--- config.mk ---
export PLATFORM = sky130hd
export DESIGN_NAME = input_conditioner
export DESIGN_NICKNAME = d
export VERILOG_FILES = /design/src/rtl/input_conditioner.sv
export SDC_FILE = /design/constraint.sdc
export NUM_CORES = 1
export LEC_CHECK = 0
export CAP_MARGIN = 20
export CORE_AREA = 5 5 83 161
export CTS_CLUSTER_DIAMETER = 150
export DETAILED_ROUTE_END_ITERATION = 8
export DIE_AREA = 0 0 88 166
export PLACE_DENSITY = 0.69
export RECOVER_POWER = 50
export SYNTH_ARGS = -nofsm -noshare
export SYNTH_HDL_FRONTEND = slang
export SYNTH_SLANG_ARGS = --single-unit
--- constraint.sdc ---
create_clock -name clk -period 2.33 [get_ports clk]
set_input_delay 0.233 -clock clk [delete_from_list [all_inputs] [get_ports clk]]
set_output_delay 0.233 -clock clk [all_outputs]
set_load 0.03 [all_outputs]
--- src/rtl/input_conditioner.sv ---
// Pushbutton/sensor front-end: 2-FF sync, per-channel stability filter, rising-edge pulses, test long-press FSM.
// Optional INPUT_AUTO_REPEAT_EN: food/heal re-pulse every REPEAT_CYCLES while held.
module input_conditioner #(
    parameter int unsigned DEBOUNCE_CYCLES      = 1000000,
    parameter int unsigned SENSOR_FILTER_CYCLES = 250000,
    parameter int unsigned HOLD_CYCLES          = 150000000,
    parameter int unsigned REPEAT_CYCLES        = 25000000
) (
    input  logic clk,
    input  logic rst,
    input  logic food_btn_raw,
    input  logic heal_btn_raw,
    input  logic test_btn_raw,
    input  logic light_raw,
    input  logic echo_raw,
    output logic food_button,
    output logic heal_button,
    output logic test_button,
    output logic light_signal,
    output logic echo_signal,
    output logic test_holding
);

    localparam int DB_W   = $clog2(DEBOUNCE_CYCLES + 1);
    localparam int SF_W   = $clog2(SENSOR_FILTER_CYCLES + 1);
    localparam int HOLD_W = $clog2(HOLD_CYCLES + 1);
    localparam int REP_W  = $clog2(REPEAT_CYCLES + 1);

    localparam logic [DB_W-1:0]   DB_LAST   = DB_W'(DEBOUNCE_CYCLES - 1);
    localparam logic [SF_W-1:0]   SF_LAST   = SF_W'(SENSOR_FILTER_CYCLES - 1);
    // The pulse registers on the edge where the hold count would reach HOLD_CYCLES-1.
    localparam logic [HOLD_W-1:0] HOLD_LAST = HOLD_W'(HOLD_CYCLES - 2);
    localparam logic [REP_W-1:0]  REP_LAST  = REP_W'(REPEAT_CYCLES - 1);

    typedef enum logic [1:0] {
        IDLE    = 2'd0,
        PRESSED = 2'd1,
        LATCHED = 2'd2
    } test_state_t;

    // Channel order: 0 food, 1 heal, 2 test, 3 light, 4 echo.
    logic [4:0] raw_w;
    logic [4:0] s1_q, s2_q;
    logic [4:0] stable_q, stable_d;
    logic [4:0] rise;
    logic [4:0] pulse_q, pulse_d;

    logic [DB_W-1:0] btn_cnt_q [3];
    logic [DB_W-1:0] btn_cnt_d [3];
    logic [SF_W-1:0] sen_cnt_q [2];
    logic [SF_W-1:0] sen_cnt_d [2];

    test_state_t       state_q, state_d;
    logic [HOLD_W-1:0] hold_q, hold_d;
    logic              test_pulse_d;

    logic [1:0]        rep_pulse;
    logic [REP_W-1:0]  rep_q [2];
    logic [REP_W-1:0]  rep_d [2];

    assign raw_w = {echo_raw, light_raw, test_btn_raw, heal_btn_raw, food_btn_raw};

    always_comb begin
        stable_d = stable_q;
        rise     = '0;
        for (int i = 0; i < 3; i++) begin
            btn_cnt_d[i] = '0;
            if (s2_q[i] != stable_q[i]) begin
                if (btn_cnt_q[i] >= DB_LAST) begin
                    stable_d[i] = s2_q[i];
                    rise[i]     = s2_q[i];
                end else begin
                    btn_cnt_d[i] = btn_cnt_q[i] + DB_W'(1);
                end
            end
        end
        for (int i = 0; i < 2; i++) begin
            sen_cnt_d[i] = '0;
            if (s2_q[i+3] != stable_q[i+3]) begin
                if (sen_cnt_q[i] >= SF_LAST) begin
                    stable_d[i+3] = s2_q[i+3];
                    rise[i+3]     = s2_q[i+3];
                end else begin
                    sen_cnt_d[i] = sen_cnt_q[i] + SF_W'(1);
                end
            end
        end
    end

    always_comb begin
        state_d      = state_q;
        hold_d       = hold_q;
        test_pulse_d = 1'b0;
        case (state_q)
            IDLE: begin
                if (stable_q[2]) begin
                    state_d = PRESSED;
                    hold_d  = '0;
                end
            end
            PRESSED: begin
                if (!stable_q[2]) begin
                    state_d = IDLE;
                end else if (hold_q >= HOLD_LAST) begin
                    test_pulse_d = 1'b1;
                    state_d      = LATCHED;
                end else begin
                    hold_d = hold_q + HOLD_W'(1);
                end
            end
            LATCHED: begin
                if (!stable_q[2]) state_d = IDLE;
            end
            default: state_d = IDLE;
        endcase
    end

`ifdef INPUT_AUTO_REPEAT_EN
    // Repeat timing pauses while a release is being qualified, so a release never emits a stray repeat.
    always_comb begin
        rep_pulse = '0;
        for (int i = 0; i < 2; i++) begin
            rep_d[i] = rep_q[i];
            if (!stable_q[i] || rise[i]) begin
                rep_d[i] = '0;
            end else if (s2_q[i] == stable_q[i]) begin
                if (rep_q[i] >= REP_LAST) begin
                    rep_pulse[i] = 1'b1;
                    rep_d[i]     = '0;
                end else begin
                    rep_d[i] = rep_q[i] + REP_W'(1);
                end
            end
        end
    end
`else
    always_comb begin
        rep_pulse = '0;
        for (int i = 0; i < 2; i++) rep_d[i] = '0;
    end
`endif

    always_comb begin
        pulse_d    = rise;
        pulse_d[0] = rise[0] | rep_pulse[0];
        pulse_d[1] = rise[1] | rep_pulse[1];
        pulse_d[2] = test_pulse_d;
    end

    always_ff @(posedge clk) begin
        if (rst) begin
            s1_q     <= '0;
            s2_q     <= '0;
            stable_q <= '0;
            pulse_q  <= '0;
            state_q  <= IDLE;
            hold_q   <= '0;
            for (int i = 0; i < 3; i++) btn_cnt_q[i] <= '0;
            for (int i = 0; i < 2; i++) begin
                sen_cnt_q[i] <= '0;
                rep_q[i]     <= '0;
            end
        end else begin
            s1_q     <= raw_w;
            s2_q     <= s1_q;
            stable_q <= stable_d;
            pulse_q  <= pulse_d;
            state_q  <= state_d;
            hold_q   <= hold_d;
            for (int i = 0; i < 3; i++) btn_cnt_q[i] <= btn_cnt_d[i];
            for (int i = 0; i < 2; i++) begin
                sen_cnt_q[i] <= sen_cnt_d[i];
                rep_q[i]     <= rep_d[i];
            end
        end
    end

    assign food_button  = pulse_q[0];
    assign heal_button  = pulse_q[1];
    assign test_button  = pulse_q[2];
    assign light_signal = pulse_q[3];
    assign echo_signal  = pulse_q[4];
    assign test_holding = (state_q == PRESSED);

endmodule

# Word-level counts from Yosys, hierarchy flattened
# Memory sizes are Yosys's and may differ from the RTL's.
# Index checks and enable logic that the tools add are counted.
# totals
n_memories	2
mem_bits_rw	96
input_bits	7
register_bits	50
out_inout_bits	6
# memory_table
memory	words	word_bits	rd	rd_clocked_by_memory_dff	write_ports	line_no	text
btn_cnt_q	3	20	3	0	3	48	logic [DB_W-1:0] btn_cnt_q [3];
sen_cnt_q	2	18	2	0	2	50	logic [SF_W-1:0] sen_cnt_q [2];
# classes
eq_ne	12
n_lt_le_gt_ge	6
bitwise_logic	15
n_addsub	6
muxes	28
reduce_logical	14
# ops
op	count
two-way mux 20 bit	9
two-way mux 18 bit	6
two-way mux 28 bit	3
adder 20 x 1 -> 20 bit (second input constant)	3
>= comparator 20 bit (second input constant)	3
case mux 28 bit (2 select lines)	1
adder 18 x 1 -> 18 bit (second input constant)	2
>= comparator 18 bit (second input constant)	2
adder 28 x 1 -> 28 bit (second input constant)	1
>= comparator 28 bit (second input constant)	1
OR reduction 3 bit	5
inverter 1 bit	10
AND reduction 2 bit	5
two-way mux 2 bit	4
inequality test 2 bit (second input constant)	3
case mux 2 bit (3 select lines)	1
inequality test 1 bit	5
bitwise OR 1 bit	5
two-way mux 1 bit	4
AND reduction 4 bit	1
inequality test 3 x 2 -> 1 bit (second input constant)	1
AND reduction 3 bit	1
equality test 2 x 1 -> 1 bit (second input constant)	1
equality test 2 bit (second input constant)	1
other kinds (3)	3

# Depth between registers and ports, before layout
# Gate-level depths: netlist (run 1).
# An unclocked memory read counts as a cell.
# depth
word_depth	5
ltp_mapped	8

# Least setup slack after synthesis (run 1)
# Ideal clock, no wire load.
# synth_path
path_type	register -> register
startpoint	memory sen_cnt_q[0][18] in the netlist's numbering
endpoint	memory sen_cnt_q[0][26] in the netlist's numbering
setup_ns	0.064
setup_slack_ns	0.479
synth_period_minus_slack_ns	1.851
required_time_ns	2.266
path_stages_with_launch	9
t_arrival_ns	1.787
n_path_buf	1
cell_sequence	dfxtp_1 -> ha_1 -> and3_1 -> o41ai_1 -> a21boi_0 -> o211ai_1 -> nand2_2 -> buf_2 -> nor2_1
# synth_lines
item	line_no
start: declaration	50

==> metrics.cfg, run 1 <==
[critical_path]
crit_type=reg -> reg
cp.depth=9
cp_max_fo=4
slowest_stage=o41ai_1
cp_num_buf_inv=2
critical_path.top_delay_family=compound AO/OA/AOI/OAI gates
worstPathCellList=ha_1 -> and3_1 -> o41ai_1 -> a21boi_0 -> o211ai_1 -> clkbuf_1 -> clkbuf_1 -> mux2i_1 -> nor2_1
r2r_start=sen_cnt_q[0][0]$_SDFF_PP0_
crit_path_end_kind=register
crit_required_ns=2.63
reg2reg_depth=9
cp-startpoint=sen_cnt_q[0][0]$_SDFF_PP0_
startpoint_type=register
path_common_cell=clkbuf_1
critPathMaxStageDelay_ns=0.40
cp.arrival_ns=2.58

[drt]
drtIter0Drc=222
drt_first_pass_iters=4
vias=5227
vias_per_cell=5.68
detail-route-antenna-nets=0
drcViolationCount=0
wl_per_cell_um=14.5
wirelength_um=13400

[clock_network]
clock_sinks=146
clk-insertion-delay-late_ns=0.42
cts.htree.levels=4
cts_max_path_buffers=2
cts_root_buffer=clkbuf_16
cts-hold-fix-buffers=0
clk_pin_slew_ns=0.06
cts_tree=done
cts_buffers=17

[sta]
skew_ns=0.0112
slew_violations=0
max_freq_mhz=438
finalSetupViolCount=0
fin_crit_sh=0.980
rsz0062_at_grt=true
fin_crit_ns=2.28
setup_slack_ns=0.0459
tns_ns=0
slew-limit-headroom=0.567
worstMarginPinSlew_ns=0.650
finalHoldViolCount=0

[grt]
grt_max_degree=23
grt_pass1_vias=5370
grt_first_pass_wirelength_um=23000
grt_antenna_before_repair=0
grt_overflow=0
grt_usage=0.193

[cells_and_area]
antenna_cells=0
multi_input_area_sq_um=3290
drive_above_1_share=0.0762
nets=775
final-seq-area_sq_um=2920
fin_area_sq_um=7250
most-common-layout-cells=146 x dfxtp_1, 140 x nor2_1, 52 x nand2_1, 52 x nand3_1
area_growth_pct=13.6
n_fill_cell=1070
final_common_cell=dfxtp_1

[placement]
dpl_worst_slack_ns=0.0448
dp_hpwl_um=9460
port_buffers=12
placed_area_sq_um=6700
place_congestion=0.847

[floorplanning]
core_sq_um=12100
die_height_um=166
initial_core_util=0.529
io_pins=13
fp-row-count=57
die_area_sq_um=14600
die_x_um=88

[logic_synthesis]
ys_types=56
synth-main-ff-cell=dfxtp_1
synth_area_sq_um=6380
yosysWarnings=0
ys_seq_area_frac=0.458
async_flop_share=0
yosys_register_bits=146
synth_fp_nets=747
synth_edf_count=0
postSynthAreaPerCell_sq_um=8.70
synthCells=733

[hold_path]
worstHoldStart=echo_raw
holdPathStages=2
hold_class=in -> reg

[power_and_ir_drop]
p_leak_uw=0.00244
ir_worst_vdd_mv=0.618
powerDensity_nw_per_um2=702

[run]
maxCapViolations=0

[status]
outcome=finished clean

## timing repair
action / 4_1_cts / 5_1_grt
buffers inserted: 0 / 2
resized for setup: 0 / 1
endpoints found under the setup margin: 0 / 20
## per-layer routing
layer / vias to the layer above / share of wire / global-route usage
met1: 2494 / 0.40 / 0.197
met4: 0 / 0.034 / 0.102
met5: - / 0 / 0
met2: 86 / 0.55 / 0.356
li1: 2614 / - / -
met3: 33 / 0.022 / 0.0343
## path summary, 6_finish.rpt
path	end	slack, ns
worst max-delay path	stable_q[3]$_SDFFE_PP0P_	0.05
worst min-delay path	s1_q[4]$_SDFF_PP0_	0.37
worst max register to register	stable_q[3]$_SDFFE_PP0P_	0.05
worst min register to register	btn_cnt_q[0][20]$_SDFF_PP0_	0.44
## cell usage after synthesis (all sizes together) (5+ instances only)
library cell	n	area share
o21ai	13	0.013
or3	7	0.0069
clkbuf	12	0.0073
nor2b	11	0.011
xor2	43	0.059
nand2	54	0.033
ha	7	0.014
inv	17	0.010
a21oi	15	0.014
and4	11	0.015
nand4	18	0.018
dfxtp	146	0.46
buf	10	0.010
a31oi	14	0.014
nor2	140	0.082
nor4	7	0.0078
o311ai	8	0.011
nor3	13	0.010
mux2i	6	0.0094
o41ai	5	0.0069
nand3	52	0.041
and2	7	0.0069
o211ai	9	0.011
and3	31	0.030
xnor2	43	0.059
## worst reg2reg max path: cells and delay by family (launching register included)
| family | cells | cell delay [ns] |
|---|---|---|
| buffers and inverters | 2 | 0.36 |
| adders and majority gates | 1 | 0.23 |
| AOI/OAI and AO/OA | 3 | 0.81 |
| muxes | 1 | 0.18 |
| and+or+nand+nor | 2 | 0.25 |
| DFF | 1 | 0.34 |
## where the power goes
part	leakage, uW	internal, uW	switching, uW	total, uW
registers	0.00118	2510	6.53	2510
clock network	0.000269	1390	1120	2520
logic	0.000996	21.9	35.5	57.4
total	0.00244	3920	1160	5090
## registers in the layout, indices dropped and copies added (netlist names)
register   count
btn_cnt_q     60
s1_q           5
state_q        2
sen_cnt_q     36
s2_q           5
pulse_q        5
stable_q       5
hold_q        28
## layout make-up
cell class                      instances  share of cell area
Sequential cell                       146               0.403
Clock inverter                         15              0.0174
Multi-Input combinational cell        548               0.453
Inverter                               17             0.00881
Timing Repair Buffer                   31              0.0328
Clock buffer                           17              0.0587
Tap cell                              147              0.0254
## cells by family after synthesis
family,Yosys count,synth area share
xor gates and xnor gates,86,0.118
DFF,146,0.458
adders and majority gates,7,0.0137
and+or+nand+nor,365,0.278
buffers and inverters,39,0.0275
AOI/OAI and AO/OA,84,0.0953
muxes,6,0.00942
## through the flow
stage | power, uW | util | hold slack, ns | cells
finish | 5090 | 0.601 | 0.374 | 921
global route | 5250 | 0.601 | 0.370 | 921
CTS | 5150 | 0.602 | 0.356 | 919
detailed placement | 2630 | 0.556 | 0.432 | 887
global placement | 2630 | 0.556 | 0.419 | 887
floorplan | 2600 | - | 0.361 | 733
(Power assumes the default switching activity.)
==> inputs of run 2 (changes only) <==
clock period = 2.9 ns   (was 2.33 ns; I/O delays follow)
==> metrics.cfg, run 2 (synthesis gave the netlist of run 1 again) <==
[sta]
rsz0062_at_grt=false
finalSetupViolCount=0
worstMarginPinSlew_ns=0.689
fin_crit_sh=0.882
slew_violations=0
tns_ns=0
fin_crit_ns=2.56
max_freq_mhz=391
slew-limit-headroom=0.541
skew_ns=0.00788
finalHoldViolCount=0

[critical_path]
r2r_start=hold_q[21]$_SDFFE_PP0P_
cp.arrival_ns=2.88
slowest_stage=dfxtp_1
reg2reg_to=hold_q[24]$_SDFFE_PP0P_
cp.depth=7
reg2reg_depth=7
cp_num_buf_inv=1
crit_required_ns=3.22
cp_max_fo=13
reg2reg_slack_ns=0.34
crit_type=reg -> reg
startpoint_type=register
critical_path.top_delay_family=compound AO/OA/AOI/OAI gates
crit_path_end_kind=register
worstPathCellList=nand4_1 -> nand4b_1 -> a211o_2 -> a21oi_4 -> o21ai_0 -> clkbuf_1 -> o211ai_1
critPathMaxStageDelay_ns=0.43

[hold_path]
holdPathEnd=s1_q[2]$_SDFF_PP0_
hold_class=in -> reg
worstHoldStart=test_btn_raw
holdPathStages=2

[cells_and_area]
regMostFlops=btn_cnt_q
nets=764
final_common_cell=dfxtp_1
drive_above_1_share=0.0551
largest_reg_flops=60
postLayoutCoreUtil=0.599
most-common-layout-cells=146 x dfxtp_1, 140 x nor2_1, 54 x nand2_1
area_growth_pct=13.2
antenna_cells=0
top_regs=btn_cnt_q x60, sen_cnt_q x36, hold_q x28

[placement]
port_buffers=12
place_congestion=0.847
dp_hpwl_um=9330

[clock_network]
cts_resized=0
cts_buffers=17
post_cts_buffers=0
clk-insertion-delay-late_ns=0.41
clock_sinks=146
cts_root_buffer=clkbuf_16
cts.htree.levels=4
cts_max_path_buffers=2
clk_pin_slew_ns=0.06
cts_tree=done
cts-hold-fix-buffers=0

[drt]
wirelength_um=13000
wl_met1_um=5050
wl_per_cell_um=14.3
vias=5169
detail-route-antenna-nets=0
drcViolationCount=0
met3_length_um=363
drtIter0Drc=295
vias_per_cell=5.69
drt_first_pass_iters=4
wl_met2_um=7240
highest-signal-layer=met4

[power_and_ir_drop]
p_leak_uw=0.00240
ir_worst_vdd_mv=0.552
powerDensity_nw_per_um2=598

[grt]
grt_usage=0.190
grt_antenna_before_repair=0
grt_pass1_vias=5188
grt_first_pass_wirelength_um=22600
grt_max_degree=21
grt_overflow=0

[floorplanning]
initial_core_util=0.529
core_sq_um=12100
die_height_um=166
fp-row-count=57
die_x_um=88
die_area_sq_um=14600
io_pins=13

[run]
maxCapViolations=0

[status]
outcome=finished clean

-- run 2: changes by cell type in the layout (fill, tap and decap cells not counted), moves of 2 or more --
cell	before	now
clkbuf_2	2	0
bufinv_16	0	4
clkinvlp_4	2	4
inv_6	5	1
buf_2	2	0
clkinv_4	4	2
buf_4	11	4
nand2_1	52	54
inv_8	2	0
-- run 2: through the flow --
step                power [uW]  instances  area, sq um  hold WS, ns  worst slack [ns]
finish                    4320        909         7220        0.435             0.343
global route              4470        909         7220        0.423             0.180
CTS                       4370        909         7250        0.419             0.480
detailed placement        2110        878         6630        0.424             0.526
global placement          2110        878         6630        0.416             0.514
floorplan                 2090        733         6380        0.413              1.05
-- run 2: metal layers --
metal | vias to the layer above | global-route usage
li1 | 2588 | -
met1 | 2457 | 0.195
met2 | 94 | 0.344
met3 | 30 | 0.0506
met4 | 0 | 0.0868
met5 | - | 0
-- run 2: final cells by class --
class	instances	area (sq um)
Inverter	17	63.8
Clock buffer	18	429
Fill cell	1074	4830
Clock inverter	13	186
Tap cell	147	184
Multi-Input combinational cell	548	3270
Sequential cell	146	2920
Timing Repair Buffer	20	165
-- run 2: how the worst max path moves through the flow --
| stage | start | to | slack [ns] |
|---|---|---|---|
| floorplan | sen_cnt_q[0][18]$_SDFF_PP0_ | sen_cnt_q[0][26]$_SDFF_PP0_ | 1.05 |
| global placement | hold_q[1]$_SDFFE_PP0P_ | hold_q[26]$_SDFFE_PP0P_ | 0.51 |
| detailed placement | hold_q[1]$_SDFFE_PP0P_ | hold_q[26]$_SDFFE_PP0P_ | 0.53 |
| CTS | hold_q[1]$_SDFFE_PP0P_ | hold_q[26]$_SDFFE_PP0P_ | 0.48 |
| global route | hold_q[22]$_SDFFE_PP0P_ | hold_q[23]$_SDFFE_PP0P_ | 0.18 |
| finish | hold_q[21]$_SDFFE_PP0P_ | hold_q[24]$_SDFFE_PP0P_ | 0.34 |
-- run 2: power by group --
part / total [uW] / switching, uW / internal [uW]
logic: 43.2 / 27.7 / 15.5
clock network: 2250 / 819 / 1430
registers: 2020 / 5.49 / 2010
total: 4320 / 853 / 3460
-- run 2: worst reg2reg max path, delay by kind of cell, from the launching register on --
kind            cells  cell delay (ns)
buf+inv             1             0.34
flops               1             0.43
compound gates      4             1.22
simple gates        2             0.48
==> inputs of run 3 (changes only) <==
ABC_AREA = 1   (was not set)
CORE_AREA = 5 5 89 173   (was 5 5 83 161)
DIE_AREA = 0 0 94 178   (was 0 0 88 166)
SKIP_CTS_REPAIR_TIMING = 1   (was not set)
==> metrics.cfg, run 3 <==
[run]
maxCapViolations=0

[hold_path]
hold_class=in -> reg
holdPathStages=3

[cells_and_area]
final-seq-area_sq_um=2920
area_growth_pct=11.0
largest_reg_flops=60
multi_input_area_sq_um=3890
regMostFlops=btn_cnt_q
n_fill_cell=1397
nets=1138
drive_above_1_share=0.0528
fin_area_sq_um=8270
top_regs=btn_cnt_q x60, sen_cnt_q x36, hold_q x28
most-common-layout-cells=252 x nor2_1, 231 x nand2_1, 146 x dfxtp_1
antenna_cells=0
final_common_cell=nor2_1
postLayoutCoreUtil=0.595

[logic_synthesis]
synth.most_common_cell=nor2_1
synth_area_sq_um=7450
ys_top_cells_by_count=251 x nor2_1, 230 x nand2_1, 146 x dfxtp_1, 129 x inv_1, 96 x nand3_1
async_flop_share=0
ys_types=39
synthCells=1109
postSynthAreaPerCell_sq_um=6.72
yosys_register_bits=146
synth-main-ff-cell=dfxtp_1
yosys.area.top_type_share=0.392
yosysWarnings=0
ys_seq_area_frac=0.392
synth_top_area_cell=dfxtp_1
synth_edf_count=0
synth_fp_nets=1123
ys_top_cells_by_area=dfxtp_1 39%, nor2_1 13%, nand2_1 12%

[grt]
grt_usage=0.211
grt_overflow=0
grt_first_pass_wirelength_um=28300
grt_max_degree=37
grt_pass1_vias=6532
grt_antenna_before_repair=0

[clock_network]
cts_max_path_buffers=2
cts_root_buffer=clkbuf_16
clock_sinks=146
cts_buffers=17
cts_tree=done
clk-insertion-delay-late_ns=0.41
clk_pin_slew_ns=0.06
cts.htree.levels=4

[sta]
rsz0062_at_grt=false
finalSetupViolCount=0
worstMarginPinSlew_ns=1.29
fin_crit_sh=0.772
slew_violations=0
setup_slack_ns=0.660
slew-limit-headroom=0.140
max_freq_mhz=446
fin_crit_ns=2.24
finalHoldViolCount=0
skew_ns=0.0101
tns_ns=0

[floorplanning]
die_height_um=178
io_pins=13
core_sq_um=13900
initial_core_util=0.536
die_area_sq_um=16700
fp-row-count=61
die_x_um=94

[drt]
vias=6707
drtIter0Drc=211
wl_per_cell_um=12.4
drt_first_pass_iters=5
vias_per_cell=5.06
detail-route-antenna-nets=0
drcViolationCount=0
wirelength_um=16400

[power_and_ir_drop]
powerDensity_nw_per_um2=507
ir_worst_vdd_mv=0.467
p_total_uw=4190
p_leak_uw=0.00288

[critical_path]
path_common_cell=nor2_1
worstPathCellList=inv_1 -> ha_1 -> nor2_1 -> nor2_1 -> nand3_1 -> nand2_1 -> nand2_1 -> nand3_4 -> nand2_4 -> inv_1 -> nor2_1 -> nor2_1
slowest_stage=dfxtp_1
startpoint_type=register
crit_required_ns=3.20
cp_max_fo=36
critPathMaxStageDelay_ns=0.42
crit_path_end_kind=register
cp.arrival_ns=2.54
reg2reg_depth=12
crit_type=reg -> reg

[placement]
dpl_worst_slack_ns=0.477
placed_area_sq_um=7730
place_congestion=0.945
dp_hpwl_um=12300
port_buffers=12

[status]
outcome=finished clean

==> run 3: path summary, 6_finish.rpt <==
| check | from | endpoint | slack, ns |
|---|---|---|---|
| worst max register to register | hold_q[0]$_SDFFE_PP0P_ | hold_q[0]$_SDFFE_PP0P_ | 0.66 |
| worst max-delay path | hold_q[0]$_SDFFE_PP0P_ | hold_q[0]$_SDFFE_PP0P_ | 0.66 |
| worst min register to register | s1_q[2]$_SDFF_PP0_ | s2_q[2]$_SDFF_PP0_ | 0.40 |
| worst min-delay path | test_btn_raw | s1_q[2]$_SDFF_PP0_ | 0.39 |
==> run 3: layout make-up <==
cell class	count	area share
clock inverter	15	0.0177
multi-input combinational	812	0.471
sequential	146	0.354
tap	189	0.0286
timing repair buffer	17	0.0186
inverter	130	0.0590
clock buffer	17	0.0515
==> run 3: report_power, final <==
| part | leakage, uW | internal, uW | switching [uW] |
|---|---|---|---|
| clock network | 0.000286 | 1200 | 917 |
| logic | 0.00141 | 17.3 | 33.7 |
| registers | 0.00118 | 2010 | 4.53 |
==> run 3: per-layer routing <==
metal / share of wire / GRT usage / vias up / routed length [um]
li1: - / - / 3531 / -
met1: 0.37 / 0.200 / 3010 / 6140
met2: 0.55 / 0.409 / 106 / 9090
met3: 0.020 / 0.0287 / 60 / 323
met4: 0.054 / 0.134 / 0 / 888
met5: 0 / 0 / - / 0
==> run 3: logic make-up (layout without fill, tap and decap cells) <==
| logic type | count (synthesis) | in the layout | share of synthesized area |
|---|---|---|---|
| AOI/OAI and AO/OA | 67 | 67 | 0.0487 |
| DFF | 146 | 146 | 0.392 |
| and+or+nand+nor | 672 | 672 | 0.389 |
| buffers and inverters | 151 | 179 | 0.0810 |
| xor gates and xnor gates | 66 | 66 | 0.0776 |
| adders and majority gates | 7 | 7 | 0.0118 |
==> run 3: through the flow <==
step / instances / hold slack [ns]
finish: 1326 / 0.387
global route: 1326 / 0.375
CTS: 1326 / 0.368
detailed placement: 1294 / 0.392
global placement: 1294 / 0.391
floorplan: 1109 / 0.388
==> run 3: worst max-delay path, delay by kind of cell (launching register included) <==
kind	cells	cell delay [ns]
adder cells (fa/ha/maj)	1	0.21
buffers and inverters	2	0.34
flip-flops	1	0.42
AND/OR/NAND/NOR	9	1.16
